[config.mk]
export PLATFORM = sky130hd
export DESIGN_NAME = phy_strap_init
export DESIGN_NICKNAME = d
export VERILOG_FILES = /design/src/rtl/phy_init_pkg.sv /design/src/rtl/phy_init_timer.sv /design/src/rtl/phy_strap_init.sv
export SDC_FILE = /design/constraint.sdc
export NUM_CORES = 1
export LEC_CHECK = 0
export CAP_MARGIN = 20
export CORE_MARGIN = 1.5
export CORE_UTILIZATION = 55
export CTS_BUF_LIST = sky130_fd_sc_hd__clkbuf_16
export DETAILED_ROUTE_END_ITERATION = 6
export DONT_BUFFER_PORTS = 1
export PLACE_DENSITY = 0.71
export SYNTH_ARGS = -nofsm -noshare
export SYNTH_HDL_FRONTEND = slang
export SYNTH_SLANG_ARGS = --single-unit
[constraint.sdc]
create_clock -name clk_50 -period 2.6 [get_ports clk_50]
set_input_delay 0.39 -clock clk_50 [delete_from_list [all_inputs] [get_ports clk_50]]
set_output_delay 0.39 -clock clk_50 [all_outputs]
set_load 0.02 [all_outputs]
[src/rtl/phy_init_pkg.sv]
// Shared definitions for the PHY strap/reset power-up sequencer.
package phy_init_pkg;

  typedef enum logic [2:0] {
    START,
    ASSERT_RST,
    HOLD,
    SETTLE,
    READY
  } state_t;

  // Counter width large enough to hold (longest window - 1); never narrower than one bit
  function automatic int cnt_w(input int rst_cycles, input int hold_cycles,
                               input int settle_cycles);
    int longest;
    longest = rst_cycles;
    if (hold_cycles > longest) longest = hold_cycles;
    if (settle_cycles > longest) longest = settle_cycles;
    return (longest <= 1) ? 1 : $clog2(longest);
  endfunction

endpackage

[src/rtl/phy_init_timer.sv]
// Loadable down-counter shared by all sequencer windows. Loading N-1 and
// leaving the state when zero reads true gives a window of exactly N cycles.
module phy_init_timer #(
  parameter int CNT_W = 8
) (
  input  logic             clk_50,
  input  logic             reset_n,
  input  logic             load,
  input  logic [CNT_W-1:0] value,
  output logic             zero
);

  logic [CNT_W-1:0] count;

  // Load has priority; otherwise count down and park at zero
  always_ff @(posedge clk_50 or negedge reset_n) begin
    if (!reset_n) begin
      count <= '0;
    end else if (load) begin
      count <= value;
    end else if (count != '0) begin
      count <= count - 1'b1;
    end
  end

  assign zero = (count == '0);

endmodule

[src/rtl/phy_strap_init.sv]
// Power-up sequencer for NUM_PHY Ethernet PHYs: latches straps, pulses the
// hardware reset, holds straps after release, waits for settle, then flags
// ready. Any subset of PHYs can be re-sequenced later while the rest keep
// running undisturbed.
module phy_strap_init
  import phy_init_pkg::*;
#(
  parameter int NUM_PHY       = 2,
  parameter int STRAP_W       = 10,
  parameter int RST_CYCLES    = 500000,
  parameter int HOLD_CYCLES   = 5000,
  parameter int SETTLE_CYCLES = 5000
) (
  input  logic                       clk_50,
  input  logic                       reset_n,
  input  logic [NUM_PHY*STRAP_W-1:0] strap_value,
  output logic [NUM_PHY*STRAP_W-1:0] strap_out,
  output logic [NUM_PHY-1:0]         strap_oe,
  output logic [NUM_PHY-1:0]         phy_rst_n,
  input  logic                       reinit_req,
  input  logic [NUM_PHY-1:0]         reinit_mask,
  output logic                       busy,
  output logic [NUM_PHY-1:0]         phy_ready
);

  localparam int CNT_W = cnt_w(RST_CYCLES, HOLD_CYCLES, SETTLE_CYCLES);
  localparam logic [CNT_W-1:0] RST_LOAD    = CNT_W'(RST_CYCLES - 1);
  localparam logic [CNT_W-1:0] HOLD_LOAD   = CNT_W'(HOLD_CYCLES - 1);
  localparam logic [CNT_W-1:0] SETTLE_LOAD = CNT_W'(SETTLE_CYCLES - 1);

  state_t             state;
  logic [NUM_PHY-1:0] sel;
  logic               timer_load;
  logic [CNT_W-1:0]   timer_value;
  logic               timer_zero;

  phy_init_timer #(
    .CNT_W (CNT_W)
  ) u_timer (
    .clk_50  (clk_50),
    .reset_n (reset_n),
    .load    (timer_load),
    .value   (timer_value),
    .zero    (timer_zero)
  );

  // Reload the timer on the edge that enters the next timed window
  always_comb begin
    timer_load  = 1'b0;
    timer_value = '0;
    unique case (state)
      START: begin
        timer_load  = 1'b1;
        timer_value = RST_LOAD;
      end
      ASSERT_RST: begin
        timer_load  = timer_zero;
        timer_value = HOLD_LOAD;
      end
      HOLD: begin
        timer_load  = timer_zero;
        timer_value = SETTLE_LOAD;
      end
      SETTLE: begin
        timer_load  = timer_zero;
        timer_value = '0;
      end
      default: begin
        timer_load  = 1'b0;
        timer_value = '0;
      end
    endcase
  end

  // Sequencer FSM; only PHYs in sel are touched, others keep their outputs
  always_ff @(posedge clk_50 or negedge reset_n) begin
    if (!reset_n) begin
      state     <= START;
      sel       <= '1;
      phy_rst_n <= '0;
      strap_oe  <= '0;
      strap_out <= '0;
      phy_ready <= '0;
      busy      <= 1'b1;
    end else begin
      unique case (state)
        START: begin
          for (int i = 0; i < NUM_PHY; i++) begin
            if (sel[i]) begin
              strap_out[i*STRAP_W +: STRAP_W] <= strap_value[i*STRAP_W +: STRAP_W];
              strap_oe[i]  <= 1'b1;
              phy_rst_n[i] <= 1'b0;
              phy_ready[i] <= 1'b0;
            end
          end
          state <= ASSERT_RST;
        end
        ASSERT_RST: begin
          if (timer_zero) begin
            phy_rst_n <= phy_rst_n | sel;
            state     <= HOLD;
          end
        end
        HOLD: begin
          if (timer_zero) begin
            strap_oe <= strap_oe & ~sel;
            state    <= SETTLE;
          end
        end
        SETTLE: begin
          if (timer_zero) begin
            phy_ready <= phy_ready | sel;
            busy      <= 1'b0;
            state     <= READY;
          end
        end
        READY: begin
          if (reinit_req && (reinit_mask != '0)) begin
            sel   <= reinit_mask;
            busy  <= 1'b1;
            state <= START;
          end
        end
        default: begin
          state <= START;
        end
      endcase
    end
  end

endmodule

After elaboration in Yosys (flattened, before gate mapping). Cells that the tools add are included.

Bits in registers: 51. Bits of input ports: 25. Word-level logic and storage cells: 72.

Add/subtract/negate cells: 1. Equal/unequal tests: 10. Multiplexer cells: 22. Bitwise operators: 4. Reductions and logical operators: 23.

Operator list (count): 19-bit 2-to-1 mux (2); 19-bit one-hot mux with 2 select lines (1); 3-bit AND reduction (7); 19-bit logical NOT (1); 19-bit nonzero test (1); 19-bit by 1-bit subtractor with 19-bit output (second input constant) (1); 3-bit one-hot mux with 5 select lines (1); 3-bit 2-to-1 mux (4); 2-bit inequality test (second input constant) (6); 2-bit one-hot mux with 2 select lines (3); 2-bit nonzero test (6); 3-bit by 2-bit == test with 1-bit output (second input constant) (2); 1-bit 2-to-1 mux (6); 2-bit 2-to-1 mux (3); 2-bit AND reduction (3); 2-bit bitwise OR (2); 1-bit one-hot mux with 2 select lines (2); 4-bit AND reduction (1); 3-bit by 1-bit == test with 1-bit output (second input constant) (1); 3-bit == test (second input constant) (1); 3-bit logical NOT (1); 3-bit OR reduction (1); 2-bit bitwise AND (1); 2-bit NOT (1); other kinds (2) (2).

Depth between registers and ports, before layout. Gate-level depths: netlist of the first run.

Depth after elaboration: 4. Mapped depth: 8. Mapped depth without buffers: 7.

Cells and area by module. A second synthesis of the first run with hierarchy kept.

Cell total of the unflattened synthesis: 229. Area, all modules: 2565.0 sq um.

Modules (own cells, without submodules): phy_strap_init (instances 1, cells each 102, area each 1447.6 sq um, sequential area each 804.5 sq um); phy_init_timer (instances 1, cells each 127, area each 1117.3 sq um, sequential area each 475.5 sq um).

Worst setup path after synthesis of the first run. OpenSTA, ideal clock, no wires.

Path type: register -> register. Start: register u_timer.count[0]. End: register u_timer.count[18]. Setup time: 0.124 ns. Arrival: 1.865 ns. Required time: 2.476 ns. Slack: 0.611 ns. Cell stages (with the launch flop): 7. Cell sequence: dfrtp_1 -> inv_1 -> ha_1 -> or4b_2 -> nor2_2 -> nand4_1 -> a211o_1.

Longest elaborated chain between the ends: 3. Elaborated cells between the ends (all ways): 7. Classes of those cells: add/sub (1); mux (3); reduce/logical (3).

Ends and longest elaborated chain: start, declared (line phy_init_timer.sv:13) `logic [CNT_W-1:0] count;`; start signal, assigned (line phy_init_timer.sv:20) `count <= value;`; start signal, assigned (line phy_init_timer.sv:22) `count <= count - 1'b1;`; 19-bit by 1-bit subtractor with 19-bit output / 19-bit logical NOT (equally long branches) (line phy_init_timer.sv:22, phy_init_timer.sv:26); 19-bit 2-to-1 mux / 1-bit one-hot mux with 2 select lines (equally long branches) (line phy_init_timer.sv:21, phy_strap_init.sv:51); 19-bit 2-to-1 mux / 2-bit nonzero test (equally long branches).

Parallel ways exist; a longest one is shown, timed or not. The select of a mux whose other input is x is not followed. A chain may end at the register's enable or synchronous reset.

Final worst setup path of the first run. Same ends and word-level chain as after synthesis.

==> results.md, run 1 <==
* Tightest slew margin relative to the limit at 0.671
* Post-Route WL at 4580 um
* Top cells by area, synth: dfrtp_1 (52%), mux2_2 (11%), o21ai_0 (4.5%), dfstp_2 (3.4%), xnor2_1 (3.4%)
* Area growth syn-to-layout at 9.33%
* DP HPWL at 3240 um
* CP arrival at between 2 and 2.5 ns
* FF+latch count, synth at 51
* ANT cells at 0
* Pin count of the biggest net entering global routing at 52
* Synth top area share at 0.518
* CP required at 2.83 ns
* Global Route met1 Usage at 0.270
* GR Util met2 at 0.367
* Row count at 23
* Worst-Margin Slew at 0.494 ns
* Avg Inst Size Synth at approximately 11 um^2
* Ys flop type: dfrtp_1
* Fin crit share at 0.841
* DIE WIDTH at between 60 and 70 um
* Max Fclk at 457 MHz
* GRT Overall Usage at 0.220
* Power per cell area at between 800 and 900 nW/um^2
* Initial antenna violation count at 0
* Clock-pin slew on the worst setup and hold paths at 0.07 ns
* Clk_skew at between 0.004 and 0.005 ns
* Ratio of cells with drive above 1 in the final layout at 0.194
* Met3 global-route usage at 0.0641
* Cts repair resizes at 0
* Core area at 4030 um^2
* Buffers added on ports at 0
* Maximum clock insertion buffer count at 2
* Leak pwr at ~0.0011 uW
* CTS Buf Count at 5
* Num Clock Sinks at a little over 50
* Busiest layer in global routing: met2
* Vias in the first global route at 1540
* Dpl ws at ~0.47 ns
* Drt pass-1 iters at 6
* Mapped Nets at 234
* First-pass GRT wire length at 7250 um
* Clk_lat worst skew at between 0.2 and 0.3 ns
* RSZ-0062 raised after global routing: no
* HP Class: primary input to register
* Clk root buf: clkbuf_16
* Post-synth EDFFs at 0
* IO Pins at 52
* Vias at 1593
* H-tree depth at 2
* Startpoint class of the critical path: register
* Cell area after synthesis at approximately 2300 um^2
* Seq/Total Area, Yosys at 0.551
* CTS tree: built
* NumNets Final at roughly 240
* Via density at 6.10
* Antenna viol nets, final at 0
* Synth cell types at 36
* Final worst slack at 0.413 ns
* Starting density of the core at 0.576
* Fin. Hold Viols at 0
* Gr ovfl total at 0
* Ys async rst share at 1.00
* Cell taking the most area after synthesis: dfrtp_1
* Top cells by count, synth: dfrtp_1 (48), mux2_2 (22), o21ai_0 (21), nor3_1 (13), nor2_1 (12)
* Wirelength per Cell at between 15 and 20 um
* Post-Synthesis Cells at ~210
* Die Height at about 68 um
* Pins Over Slew Limit at 0
* Status: completed
* Cell with the most instances after synthesis: dfrtp_1
* Setup TNS at 0 ns
* Max Cap Violations at 0
* Starting DRT DRC Count at 109
* YS warnings at 0
* Die area at 4620 um^2
* Minimum clock period at 2.19 ns
* Critical path endpoint category: register
* Final setup violation count at 0
* Routability cong. at 0.813
* Worst VDD drop at 0.486 mV
* CP Class: register to register
* Worst-path fanout max at 5
* Drt drc at 0
* Pwr Total at 2190 uW
[sequential cells by signal (all words and copies together), names as in the netlist]
register / count
busy: 1
phy_rst_n: 2
strap_oe: 2
strap_out: 20
phy_ready: 2
sel: 2
state: 3
u_timer.count: 19
[final timing paths]
kind                       cells past startpoint                end  slack [ns]             start
setup reg to reg                               7  u_timer.count[18]        0.41  u_timer.count[0]
max in group asynchronous                      2             sel[0]        1.71           reset_n
setup / recovery                               7  u_timer.count[18]        0.41  u_timer.count[0]
min in group asynchronous                      2  u_timer.count[13]        0.60           reset_n
hold / removal                                 1       strap_out[2]        0.25    strap_value[2]
hold reg to reg                                1   u_timer.count[0]        0.53  u_timer.count[0]
[where the power goes]
part           internal (uW)  switching [uW]  total [uW]
Combinational            182             201         384
Clock                    362             296         658
Sequential               942             203        1150
[through the flow]
step           utilization  cell area, um^2  std cells  hold WS [ns]
2_1_floorplan            -             2320        207        0.0944
3_3_place_gp         0.584             2350        251        0.0960
3_5_place_dp         0.584             2350        251        0.0963
4_1_cts              0.630             2540        261         0.244
5_1_grt              0.630             2540        261         0.238
6_report             0.630             2540        261         0.247
[per-layer routing]
layer	share of wire	wire length [um]
met1	0.43	1960
met2	0.51	2350
met3	0.041	190
met4	0.017	78
met5	0	0
[final cells by class]
class	instances	area [um^2]
clock inverter	3	22.5
timing repair buffer	5	60.1
inverter	4	15.0
multi-input combinational	143	972
fill	334	1490
tap	50	62.6
clock buffer	5	125
sequential	51	1280
[worst max-delay path: stages (launching register included)]
cell	delay (ns)
dfrtp_1	0.42
inv_1	0.10
ha_1	0.23
or4b_2	0.67
nor2_2	0.19
nand4_1	0.14
a211oi_1	0.24
a211o_1	0.13
[cell usage in the layout, fill, tap and decap left out, types with 2 or more instances in the layout]
master / synthesis / final
ha_1: 2 / 2
dfrtp_1: 48 / 48
clkbuf_16: 0 / 5
nand3_1: 4 / 4
or4_1: 2 / 2
inv_6: 0 / 2
nor4_1: 3 / 3
xor2_1: 7 / 7
a31oi_1: 3 / 3
a21oi_1: 7 / 7
nor2_1: 12 / 12
dfstp_2: 3 / 3
nand4_1: 5 / 5
nand2_1: 11 / 11
inv_1: 4 / 4
xnor2_1: 9 / 9
nand2b_1: 2 / 2
o21ai_0: 21 / 21
and2_1: 5 / 5
o211ai_1: 2 / 2
buf_4: 0 / 3
nor3_1: 13 / 13
mux2_2: 22 / 22
[cells by family after synthesis]
kind of cell | synth area share
buf+inv | 0.0296
xor+xnor | 0.0604
mux | 0.107
flops | 0.551
simple gates | 0.151
compound gates | 0.0900
fa+ha+maj | 0.0108
[timing repair]
| item | in CTS | in global routing |
|---|---|---|
| setup buffers | 0 | 0 |
| hold endpoints to repair | 51 | 0 |
| hold buffers | 2 | 0 |
| endpoints found under the setup margin | 0 | 0 |
Note: power is estimated with default switching activity, not from simulation.
==> inputs of run 2 (changes only) <==
--- a/config.mk
+++ b/config.mk
@@ -11,7 +11,7 @@
 export CTS_BUF_LIST = sky130_fd_sc_hd__clkbuf_16
 export DETAILED_ROUTE_END_ITERATION = 6
 export DONT_BUFFER_PORTS = 1
-export PLACE_DENSITY = 0.71
+export PLACE_DENSITY = 0.74
 export SYNTH_ARGS = -nofsm -noshare
 export SYNTH_HDL_FRONTEND = slang
 export SYNTH_SLANG_ARGS = --single-unit
==> constraint.sdc (replaced) <==
create_clock -name clk_50 -period 2 [get_ports clk_50]
set_input_delay 0.3 -clock clk_50 [delete_from_list [all_inputs] [get_ports clk_50]]
set_output_delay 0.3 -clock clk_50 [all_outputs]
set_load 0.02 [all_outputs]
==> results.md, run 2 (synthesis gave the netlist of run 1 again) <==
* RSZ-0062 raised after global routing: no (unchanged)
* Worst-Margin Slew at 0.570 ns (was 0.494 ns)
* Routability cong. at 0.884 (was 0.813)
* Clk_lat worst skew at 0.28 ns (was 0.29 ns)
* Worst-path fanout max at 6 (was 5)
* Initial antenna violation count at 0 (unchanged)
* Worst VDD drop at 0.660 mV (was 0.486 mV)
* Fin crit share at 0.940 (was 0.841)
* Regs by FF count: strap_out: 20 flops, u_timer.count: 19 flops, state: 3 flops (unchanged)
* Max Fclk at 532 MHz (was 457 MHz)
* CTS tree: built (unchanged)
* Crit path max-delay family: simple AND/OR/NAND/NOR gates (unchanged)
* Final non-filler cell total at 274 (was 261)
* CTS Buf Count at 5 (unchanged)
* Row count at 23 (unchanged)
* Via density at 6.06 (was 6.10)
* Vias in the first global route at 1639 (was 1540)
* Post-Route WL at 4760 um (was 4580 um)
* Most frequent cells in the layout: dfrtp_1 (48), mux2_2 (22), o21ai_0 (20) (was dfrtp_1 (48), mux2_2 (22), o21ai_0 (21))
* Leak pwr at 0.00116 uW (was 0.00108 uW)
* Clk_skew at 0.00297 ns (was 0.00413 ns)
* Starting density of the core at 0.576 (unchanged)
* Final setup violation count at 0 (unchanged)
* First-pass GRT wire length at 7510 um (was 7250 um)
* HP Class: primary input to register (unchanged)
* Antenna viol nets, final at 0 (unchanged)
* Dpl ws at -0.0210 ns (was 0.469 ns)
* Clk root buf: clkbuf_16 (unchanged)
* GRT Overall Usage at 0.221 (was 0.220)
* Vias at 1660 (was 1593)
* Critical path buffers and inverters at 1 (unchanged)
* Status: completed (unchanged)
* DP HPWL at 3300 um (was 3240 um)
* Placed Cells at 261 (was 251)
* Fin. Hold Viols at 0 (unchanged)
* Final worst slack at 0.120 ns (was 0.413 ns)
* CP Class: register to register (unchanged)
* IO Pins at 52 (unchanged)
* Pin count of the biggest net entering global routing at 52 (unchanged)
* Commonest non-fill, non-tap cell in the layout: dfrtp_1 (unchanged)
* Max Cap Violations at 0 (unchanged)
* Clock-pin slew on the worst setup and hold paths at 0.06 ns (was 0.07 ns)
* Minimum clock period at 1.88 ns (was 2.19 ns)
* Critical Path Max Stage Delay at 0.48 ns (was 0.67 ns)
* Placed cell area at 2450 um^2 (was 2350 um^2)
* NumNets Final at 250 (was 237)
* Core area at 4030 um^2 (unchanged)
* CP required at 2.21 ns (was 2.83 ns)
* Number of flip-flops under the largest register name at 20 (unchanged)
* Critical path endpoint category: register (unchanged)
* Gr ovfl total at 0 (unchanged)
* Crit-path slowest cell: or4_1 (was or4b_2)
* Drt pass-1 iters at 4 (was 6)
* Starting DRT DRC Count at 140 (was 109)
* Ratio of cells with drive above 1 in the final layout at 0.246 (was 0.194)
* ANT cells at 0 (unchanged)
* Tightest slew margin relative to the limit at 0.617 (was 0.671)
* Die Height at 68.0 um (unchanged)
* Power per cell area at 1100 nW/um^2 (was 862 nW/um^2)
* Pwr Total at 2980 uW (was 2190 uW)
* Drt drc at 0 (unchanged)
* Pins Over Slew Limit at 0 (unchanged)
* Buffers added on ports at 0 (unchanged)
* CP arrival at 2.09 ns (was 2.42 ns)
* Num Clock Sinks at 51 (unchanged)
* DIE WIDTH at 68.0 um (unchanged)
* Startpoint class of the critical path: register (unchanged)
* Die area at 4620 um^2 (unchanged)
* Maximum clock insertion buffer count at 2 (unchanged)
* Final standard cell area without fillers at 2710 um^2 (was 2540 um^2)
* Wirelength per Cell at 17.4 um (was 17.6 um)
* CP cell instances: inv_1, ha_1, nor4b_2, and2_2, and2_4, or4_1, a21oi_1 (was inv_1, ha_1, or4b_2, nor2_2, nand4_1, a211oi_1, a211o_1)
* H-tree depth at 2 (unchanged)
* Most flop-heavy register: strap_out (unchanged)
* Area growth syn-to-layout at 16.7% (was 9.33%)
[run 2: per-layer routing]
metal,vias up,GRT usage,wire length [um]
met5,-,0,0
met4,0,0.0650,48
met3,5,0.0576,219
met2,39,0.386,2540
met1,848,0.268,1950
li1,768,-,-
[run 2: final cells by class]
cell class	instances	area [um^2]
clock buffers	5	125
multi-input cells	143	988
clock inverters	3	42.5
flip-flops and latches	51	1280
fillers	310	1320
well taps	50	62.6
repair buffers	18	195
inverters	4	15.0
[run 2: path summary, 6_finish.rpt]
kind	startpoint	to	slack [ns]	cells after the start
worst max-delay path	u_timer.count[0]	u_timer.count[6]	0.12	7
min in group asynchronous	reset_n	u_timer.count[11]	0.54	2
worst min-delay path	strap_value[11]	strap_out[11]	0.16	1
worst min register to register	busy	busy	0.55	2
max in group asynchronous	reset_n	busy	1.19	2
worst max register to register	u_timer.count[0]	u_timer.count[6]	0.12	7
[run 2: worst register-to-register path, stage by stage (launching register included)]
cell and delay [ns]:
dfrtp_1 0.36, inv_1 0.07, ha_1 0.19, nor4b_2 0.16
and2_2 0.22, and2_4 0.19, or4_1 0.48, a21oi_1 0.14
[run 2: where the power goes]
| group | internal, uW | switching, uW |
|---|---|---|
| Clock | 590 | 349 |
| Sequential | 1230 | 258 |
| Combinational | 284 | 270 |
| Total | 2100 | 878 |
[run 2: stage by stage]
| step | hold WS (ns) | setup TNS [ns] | utilization |
|---|---|---|---|
| global placement | 0.00600 | 0 | 0.609 |
| CTS | 0.157 | 0 | 0.662 |
| floorplan | 0.00441 | 0 | - |
| detailed placement | 0.00598 | -0.0210 | 0.609 |
| finish | 0.163 | 0 | 0.672 |
| global route | 0.156 | 0 | 0.672 |
[run 2: timing repair]
| action | 4_1_cts | 5_1_grt |
|---|---|---|
| setup buffers | 0 | 3 |
| endpoints found under the setup margin | 1 | 21 |
| hold buffers | 2 | 0 |
| hold endpoints to repair | 51 | 0 |
| resized for setup | 2 | 3 |
